$ cat src/rtl/bsr_chain_if.sv
// TAP-side scan interface for the boundary scan register: serial data plus
// the capture/shift/update strobes and the instruction-derived mode.
interface bsr_chain_if;
    logic       tdi;
    logic       tdo;
    logic       capture_dr;
    logic       shift_dr;
    logic       update_dr;
    logic [1:0] mode;

    modport master (
        output tdi,
        output capture_dr,
        output shift_dr,
        output update_dr,
        output mode,
        input  tdo
    );

    modport slave (
        input  tdi,
        input  capture_dr,
        input  shift_dr,
        input  update_dr,
        input  mode,
        output tdo
    );
endinterface

$ cat src/rtl/bsr_chain.sv
// Boundary scan register sitting between the device pins and core_logic:
// captures pins/core outputs, scans serially, and can override either side.
module bsr_chain #(
    parameter int IN_W  = 5,
    parameter int OUT_W = 4
) (
    input  logic              clk,
    input  logic              rst,
    bsr_chain_if.slave        tap,
    input  logic [IN_W-1:0]   pin_in,
    output logic [IN_W-1:0]   core_x,
    input  logic [OUT_W-1:0]  core_y,
    output logic [OUT_W-1:0]  pin_out,
    output logic              pin_oe
);

    localparam int L = IN_W + OUT_W + 1;

    typedef enum logic [1:0] {
        MODE_FUNCTIONAL = 2'b00,
        MODE_EXTEST     = 2'b01,
        MODE_INTEST     = 2'b10,
        MODE_SAMPLE     = 2'b11
    } mode_e;

    mode_e        mode_sel;
    logic         test_drive;
    logic [L-1:0] sr_q, sr_d;
    logic [L-1:0] ur_q, ur_d;

    assign mode_sel   = mode_e'(tap.mode);
    assign test_drive = (mode_sel == MODE_EXTEST) || (mode_sel == MODE_INTEST);

    // Only one strobe acts per edge: capture beats shift, shift beats update.
    always_comb begin
        sr_d = sr_q;
        ur_d = ur_q;
        if (tap.capture_dr) begin
            sr_d = {pin_oe, core_y, pin_in};
        end else if (tap.shift_dr) begin
            sr_d = {tap.tdi, sr_q[L-1:1]};
        end else if (tap.update_dr) begin
            ur_d = sr_q;
        end
    end

    always_ff @(posedge clk) begin
        if (rst) begin
            sr_q <= '0;
            ur_q <= '0;
        end else begin
            sr_q <= sr_d;
            ur_q <= ur_d;
        end
    end

    assign tap.tdo = sr_q[0];

    // pin_oe is driven from ur, never from sr, so capturing it forms no loop.
    always_comb begin
        core_x  = pin_in;
        pin_out = core_y;
        pin_oe  = 1'b1;
        if (mode_sel == MODE_INTEST) begin
            core_x = ur_q[IN_W-1:0];
        end
        if (test_drive) begin
            pin_out = ur_q[IN_W+OUT_W-1:IN_W];
            pin_oe  = ur_q[L-1];
        end
    end

endmodule
$ cat src/flat_wrapper.sv
// flat-port wrapper written by rule: the top's interface ports become plain ports
module bsr_chain_flat 
#(
    parameter int IN_W  = 5,
    parameter int OUT_W = 4
)
  (clk, rst, pin_in, core_x, core_y, pin_out, pin_oe, tap_tdi, tap_capture_dr, tap_shift_dr, tap_update_dr, tap_mode, tap_tdo);
  bsr_chain_if tap_i ();
  input  logic clk;
  input  logic rst;
  input  logic [IN_W-1:0] pin_in;
  output logic [IN_W-1:0] core_x;
  input  logic [OUT_W-1:0] core_y;
  output logic [OUT_W-1:0] pin_out;
  output logic pin_oe;
  input wire logic [$bits(tap_i.tdi)-1:0] tap_tdi;
  input wire logic [$bits(tap_i.capture_dr)-1:0] tap_capture_dr;
  input wire logic [$bits(tap_i.shift_dr)-1:0] tap_shift_dr;
  input wire logic [$bits(tap_i.update_dr)-1:0] tap_update_dr;
  input wire logic [$bits(tap_i.mode)-1:0] tap_mode;
  output wire logic [$bits(tap_i.tdo)-1:0] tap_tdo;
  assign tap_i.tdi = tap_tdi;
  assign tap_i.capture_dr = tap_capture_dr;
  assign tap_i.shift_dr = tap_shift_dr;
  assign tap_i.update_dr = tap_update_dr;
  assign tap_i.mode = tap_mode;
  assign tap_tdo = tap_i.tdo;
  bsr_chain #(.IN_W(IN_W), .OUT_W(OUT_W)) u_core (.clk(clk), .rst(rst), .tap(tap_i), .pin_in(pin_in), .core_x(core_x), .core_y(core_y), .pin_out(pin_out), .pin_oe(pin_oe));
endmodule
$ cat config.mk
export PLATFORM = sky130hd
export DESIGN_NAME = bsr_chain_flat
export DESIGN_NICKNAME = d
export VERILOG_FILES = /design/src/rtl/bsr_chain_if.sv /design/src/rtl/bsr_chain.sv /design/src/flat_wrapper.sv
export SDC_FILE = /design/constraint.sdc
export NUM_CORES = 1
export LEC_CHECK = 0
export CAP_MARGIN = 30
export CORE_MARGIN = 4
export CORE_UTILIZATION = 50
export CTS_BUF_LIST = sky130_fd_sc_hd__clkbuf_16
export DETAILED_ROUTE_END_ITERATION = 10
export PLACE_DENSITY = 0.81
export SKIP_CTS_REPAIR_TIMING = 1
export SYNTH_ARGS = -nofsm -noshare
export SYNTH_HDL_FRONTEND = slang
export SYNTH_SLANG_ARGS = --single-unit
$ cat constraint.sdc
create_clock -name clk -period 2 [get_ports clk]
set_input_delay 0.3 -clock clk [delete_from_list [all_inputs] [get_ports clk]]
set_output_delay 0.3 -clock clk [all_outputs]
set_load 0.02 [all_outputs]
==> metrics list, run 1 <==
* Critical path data required time: between 1500 and 2000 ps
* # clock sinks: 20
- For this configuration, the core starts out at a cell density of between 50% and 60%.
* Average instance area after synthesis: 10.3 sq um
- After clock tree synthesis, the clock-pin slew on the worst setup and hold paths is 60 ps.
- The number of global-route vias before repair came to 846.
- Fill cells in the final layout number between 100 and 150.
- GPL Wtd Cong: 0.725
- Setup violations remaining at the end of the flow were counted as 0.
* Highest metal layer with signal wires: met4
- Critical-path cell list: clkdlybuf4s50_1 -> inv_1 -> ha_4 -> mux2_2 -> dlymetal6s2s_1
* Post-route clock skew: 1.97 ps
* Final Total Pwr: roughly 1200 uW
* Number of placement rows: 16
- In the final routed layout, each cell accounts on average for 14.3 microns.
- Layout net count: 148
* Maximum clock frequency: approximately 500 MHz
- Category of cells accounting for the largest share of critical-path delay: buffers and inverters
* Worst setup path class: in2out
- In the final routing, the length of wire on met1 measures 988 microns.
- After the first detailed-routing iteration, the DRC count stood at 12.
* Result of the run: completed
- In this run the standard cell core region covers around 2000 sq um.
* CP Buf/Inv Count: 3
- At the pin with the least slew margin, the transition time is approximately 290 ps.
- Clk_lat worst skew: roughly 250 ps
- TritonCTS clock tree: built
* Initial antenna violation count: 0
- Entering global routing, the biggest net connects 31 pins.
- Die Outline Area: 2860 sq um
- In this design, the stage delay of the slowest critical-path cell is 450 ps.
- Along the worst path, the maximum fanout reaches 6.
* Share of cells above drive strength 1: 15.5%
- Area of placed instances: 1340 sq um
- Ant. Diodes: 0
* TritonCTS buffer count: 3
* Area growth from synthesis to layout: 43.2%
* CP startpoint: tap_mode[0]
* Ports placed on the boundary: 28
- Among all stages on the critical path, the largest delay is contributed by clkdlybuf4s50_1.
- Pwr Density: around 800 nW/um^2
* HPWL after DPL: 1520 microns
* Peak supply drop: 0.000478 V
- Data arrives at the worst endpoint at 1660 ps.
* Hold wc startpoint: u_core.ur_q[7]
- The cell area that synthesis handed to floorplanning was 1030 sq um.
- Die outline width: roughly 53 microns
* Vias/cell: 5.32
- Max_slew headroom: 80.6%
- Seq/Total Area, Yosys: 38.7%
- Wire length of the first global-routing pass: 3510 microns
- Port Buffers: 27
- RSZ-0062 raised after global routing: no
- Cell at the root of the clock tree: clkbuf_16
- The worst setup path is launched from an input port.
- Congestion Overflow GR: 0
- Post-detailed-route count of antenna-violating nets: 0
* Net count after synthesis: 118
- Final cycle utilization of the critical path: a little over nine tenths
* Synthesized instance count: 100
- The routed design uses 1110 microns of met2 wire.
* Max-cap check violation count: 0
- Startpoint of the worst-slack reg-to-reg timing path: u_core.sr_q[5]
- CTS H-tree lvls: 1
* Final standard cell area without fillers: 1480 sq um
- Counting distinct cell types in the post-synthesis netlist gives 15.
- In the routed design, unresolved DRC markers number 0.
* Max-slew violation count: 0
- STA classifies the critical path endpoint as a primary output.
- Max Root-Sink Buffers: 2
* Final min period: approximately 2000 ps
- The final hold violation count came to 0.
- In this run, synthesis produced a sequential element count of 20.
- Vias after detailed routing: 830
* YS warnings: 0
* Met3 wirelength from detailed routing: 124 microns
* Pre-Repair DR Iteration Count: 4
- After detailed routing, the total wire length is 2240 microns.
- Floorplan die height: 53.5 microns
- GRT Util Overall: 17.2%
- The worst hold path belongs to the class reg2reg.
- The analysis attributes to cell leakage a power of approximately 0.00067 uW.
## registers in the layout (all words and copies together) (netlist names)
register	cells
u_core.sr_q	10
u_core.ur_q	10
## cell type report
class / count / area [sq um] / area share, %
flip-flops and latches: 20 / 400 / 27.0
inverters: 2 / 7.51 / 0.507
clock buffers: 3 / 75.1 / 5.07
multi-input cells: 72 / 609 / 41.1
well taps: 27 / 33.8 / 2.28
repair buffers: 31 / 325 / 22.0
clock inverters: 1 / 30.0 / 2.03
## through the flow
stage / worst slack (ps) / hold slack, ps / util (%) / cells / TNS, ps
2_1_floorplan: 619 / 445 / - / 100 / 0
5_1_grt: 5.86 / 499 / 75.5 / 156 / 0
4_1_cts: -402 / 479 / 73.6 / 156 / -3270
3_5_place_dp: -402 / 466 / 68.2 / 152 / -3180
3_3_place_gp: -394 / 455 / 68.2 / 152 / -3090
6_report: 40.0 / 475 / 75.5 / 156 / 0
## cells in the mapped netlist
master / instances / area share, %
ha_1: 1 / 1.2
clkbuf_1: 3 / 1.1
or2_2: 1 / 0.60
mux2_2: 9 / 9.8
inv_1: 1 / 0.36
nor3b_1: 2 / 1.5
nand2b_1: 20 / 12
buf_6: 1 / 1.1
buf_4: 1 / 0.73
buf_2: 1 / 0.48
dfxtp_1: 20 / 39
clkinv_1: 1 / 0.36
a211oi_1: 10 / 7.3
mux2i_1: 20 / 19
nor2b_1: 9 / 5.4
## worst paths after layout
kind,to,slack [ps],cells after the start
setup / recovery,pin_out[0],40,5
hold reg to reg,u_core.ur_q[7],470,2
hold / removal,u_core.ur_q[7],470,2
setup reg to reg,u_core.sr_q[4],1200,2
## kinds of logic after synthesis
family / count (synthesis) / synth area share, %
compound gates: 10 / 7.25
mux: 29 / 29.1
simple gates: 32 / 19.6
buf+inv: 8 / 4.11
fa+ha+maj: 1 / 1.21
flops: 20 / 38.7
## layer usage
metal / up-vias / track usage, %
li1: 405 / -
met1: 402 / 19.3
met2: 21 / 29.8
met3: 2 / 3.66
met4: 0 / 8.94
met5: - / 0
## layout by cell type, fill, tap and decap left out, drive strengths merged, types with 2 or more instances in the layout
cell           instances
mux2i                 20
nand2b                20
dfxtp                 20
clkdlybuf4s50         17
a211oi                10
dlymetal6s2s          10
mux2                   9
nor2b                  9
buf                    4
clkbuf                 3
nor3b                  2
## where the power goes
group	internal [uW]	total (uW)	switching [uW]	leakage, uW
combinational	114	199	84.7	0.000452
sequential	419	433	14.7	0.000164
clock	397	546	150	0.0000511
total	930	1180	249	0.000667
## tightest hold or removal path, delay by kind of cell (launching register included)
kind,cells,cell delay (ps)
muxes,1,60
DFF,1,310
and+or+nand+nor,1,60
Note: power is estimated with default switching activity, not from simulation.
==> inputs of run 2 (changes only) <==
--- a/config.mk
+++ b/config.mk
@@ -10,7 +10,7 @@
 export CORE_UTILIZATION = 50
 export CTS_BUF_LIST = sky130_fd_sc_hd__clkbuf_16
 export DETAILED_ROUTE_END_ITERATION = 10
-export PLACE_DENSITY = 0.81
+export PLACE_DENSITY_LB_ADDON = 0.25
 export SKIP_CTS_REPAIR_TIMING = 1
 export SYNTH_ARGS = -nofsm -noshare
 export SYNTH_HDL_FRONTEND = slang
==> metrics list, run 2 (synthesized netlist as in run 1, its figures left out) <==
- For the pin with the worst max-slew slack, the measured transition is ~250 ps.
- Floorplan die height: 53.5 microns
- The largest registers in the layout are u_core.sr_q (10), u_core.ur_q (10).
- In this run the cell area measured after placement is approximately 1400 sq um.
* Setup violations, final: 0
- In the routed layout, each cell is associated on average with a via count of between 5 and 6.
- Number of placement rows: 16
* Critical path data required time: 1700 ps
* GPL Wtd Cong: 0.711
- Post-route clock skew: ~1.4 ps
* Startpoint kind of the worst setup timing path: input port
* Final wirelength: between 2000 and 2500 microns
- Starting density of the core: 52.7%
* Die outline width: 53.5 microns
- The tree built by TritonCTS fans out to 20 sinks.
- RSZ-0062 raised after global routing: no
* Clock Pin Slew Worst Setup and Hold Paths: roughly 50 ps
- Ant. Diodes: 0
- Summed over all nets, the half-perimeter wirelength after detailed placement is ~1700 microns.
- TritonCTS clock tree: built
- The worst path uses 96.4% of the clock period.
- The detail route stage leaves a number of antenna-violating nets equal to 0.
* Cell at the root of the clock tree: clkbuf_16
- The final hold violation count is 0.
* DRC marker count from the first detailed-route iteration: 7
- Counting I/O delays and the setup requirement, the final critical path takes between 1500 and 2000 ps.
- Number of DRC violations after detailed routing: 0
* Maximum clock frequency: 519 MHz
- In the final layout, the share of cells above drive strength 1 is 19.2%.
- GRT Util Overall: a little under a fifth
* Leak pwr: a little over 0.0006 uW
* Result of the run: completed
- The routed layout has about 840 vias.
- Measured on the finished design, the core utilization comes to ~73%.
* Fill cell instance count of the final layout: about 170
* Area growth from synthesis to layout: 38.8%
- Max Root-Sink Buffers: 2
- The final count of pins violating max slew is 0.
* Wire length of the first global-routing pass: 3880 microns
- Port Buffers: 27
- Routed length per instance: between 10 and 15 microns
* Clk_lat worst skew: 250 ps
* Capturing element type of the critical path: primary output
* Commonest cells after routing, fill and taps aside: mux2i_1, nand2b_1, dfxtp_1, clkdlybuf4s50_1, a211oi_1
- Buffers inserted during clock tree synthesis total 3.
- Pwr Density: 719 nW/um^2
- Pre-Repair DR Iteration Count: 4
- By startpoint and endpoint, the worst setup path is classified as in2out.
* Max_slew headroom: 83.4%
- Initial antenna violation count: 0
- Via count of the first global-routing pass: 876
- Congestion Overflow GR: 0
- With fillers left out, the area of the finished cells amounts to 1440 sq um.
- Maximum number of pins on one net before global-route repair: 31
- The tool flagged a number of max-cap violations equal to 0.
- CTS H-tree lvls: 1
- The worst hold path belongs to the class reg2reg.
- Layout net count: 150
* Maximum fanout along the worst path: 6
- In this run the count of I/O pins placed on the die edge is 28.
* Die Outline Area: 2860 sq um
- Peak supply drop: 0.000503 V
- Data on the critical path arrives at its endpoint at 1630 ps.
- After floorplanning, the core was sized to cover 1960 sq um.
[run 2: through the flow]
step / std cells / setup TNS [ps] / total power [uW] / hold slack (ps) / worst slack (ps)
finish: 157 / 0 / 1030 / 467 / 71.4
global route: 157 / 0 / 1070 / 482 / 24.8
CTS: 157 / -3580 / 1050 / 477 / -466
detailed placement: 154 / -3530 / 646 / 463 / -457
global placement: 154 / -3220 / 639 / 455 / -404
floorplan: 100 / 0 / 552 / 445 / 619
[run 2: cell type report]
type                            instances  area, sq um  area share (%)
Sequential cell                        20          400            27.9
Clock buffer                            3         75.1            5.23
Multi-Input combinational cell         72          609            42.4
Tap cell                               27         33.8            2.35
Timing Repair Buffer                   33          310            21.6
Inverter                                2         7.51           0.523
[run 2: final timing paths]
check                               startpoint              to  slack (ps)  cells past startpoint
worst max-delay path               tap_mode[0]      pin_out[0]          70                      5
worst min-delay path            u_core.ur_q[5]  u_core.ur_q[5]         470                      2
worst min register to register  u_core.ur_q[5]  u_core.ur_q[5]         470                      2
worst max register to register  u_core.sr_q[4]  u_core.sr_q[4]        1200                      2
[run 2: per-layer routing]
layer  vias up  part of all wire, %  global-route usage, %
li1        412                    -                      -
met5         -                    0                      0
met2        21                   55                   33.5
met1       404                   41                   21.9
met4         0                    0                   8.94
met3         0                  3.6                   3.38
[run 2: worst max-delay path, cell delays in order]
cell	delay (ps)
clkdlybuf4s50_1	460
inv_1	60
ha_4	310
mux2_2	340
clkbuf_2	150
[run 2: report_power, final]
part           switching (uW)  internal [uW]
logic                    88.1            111
clock network             137            263
registers                14.4            419
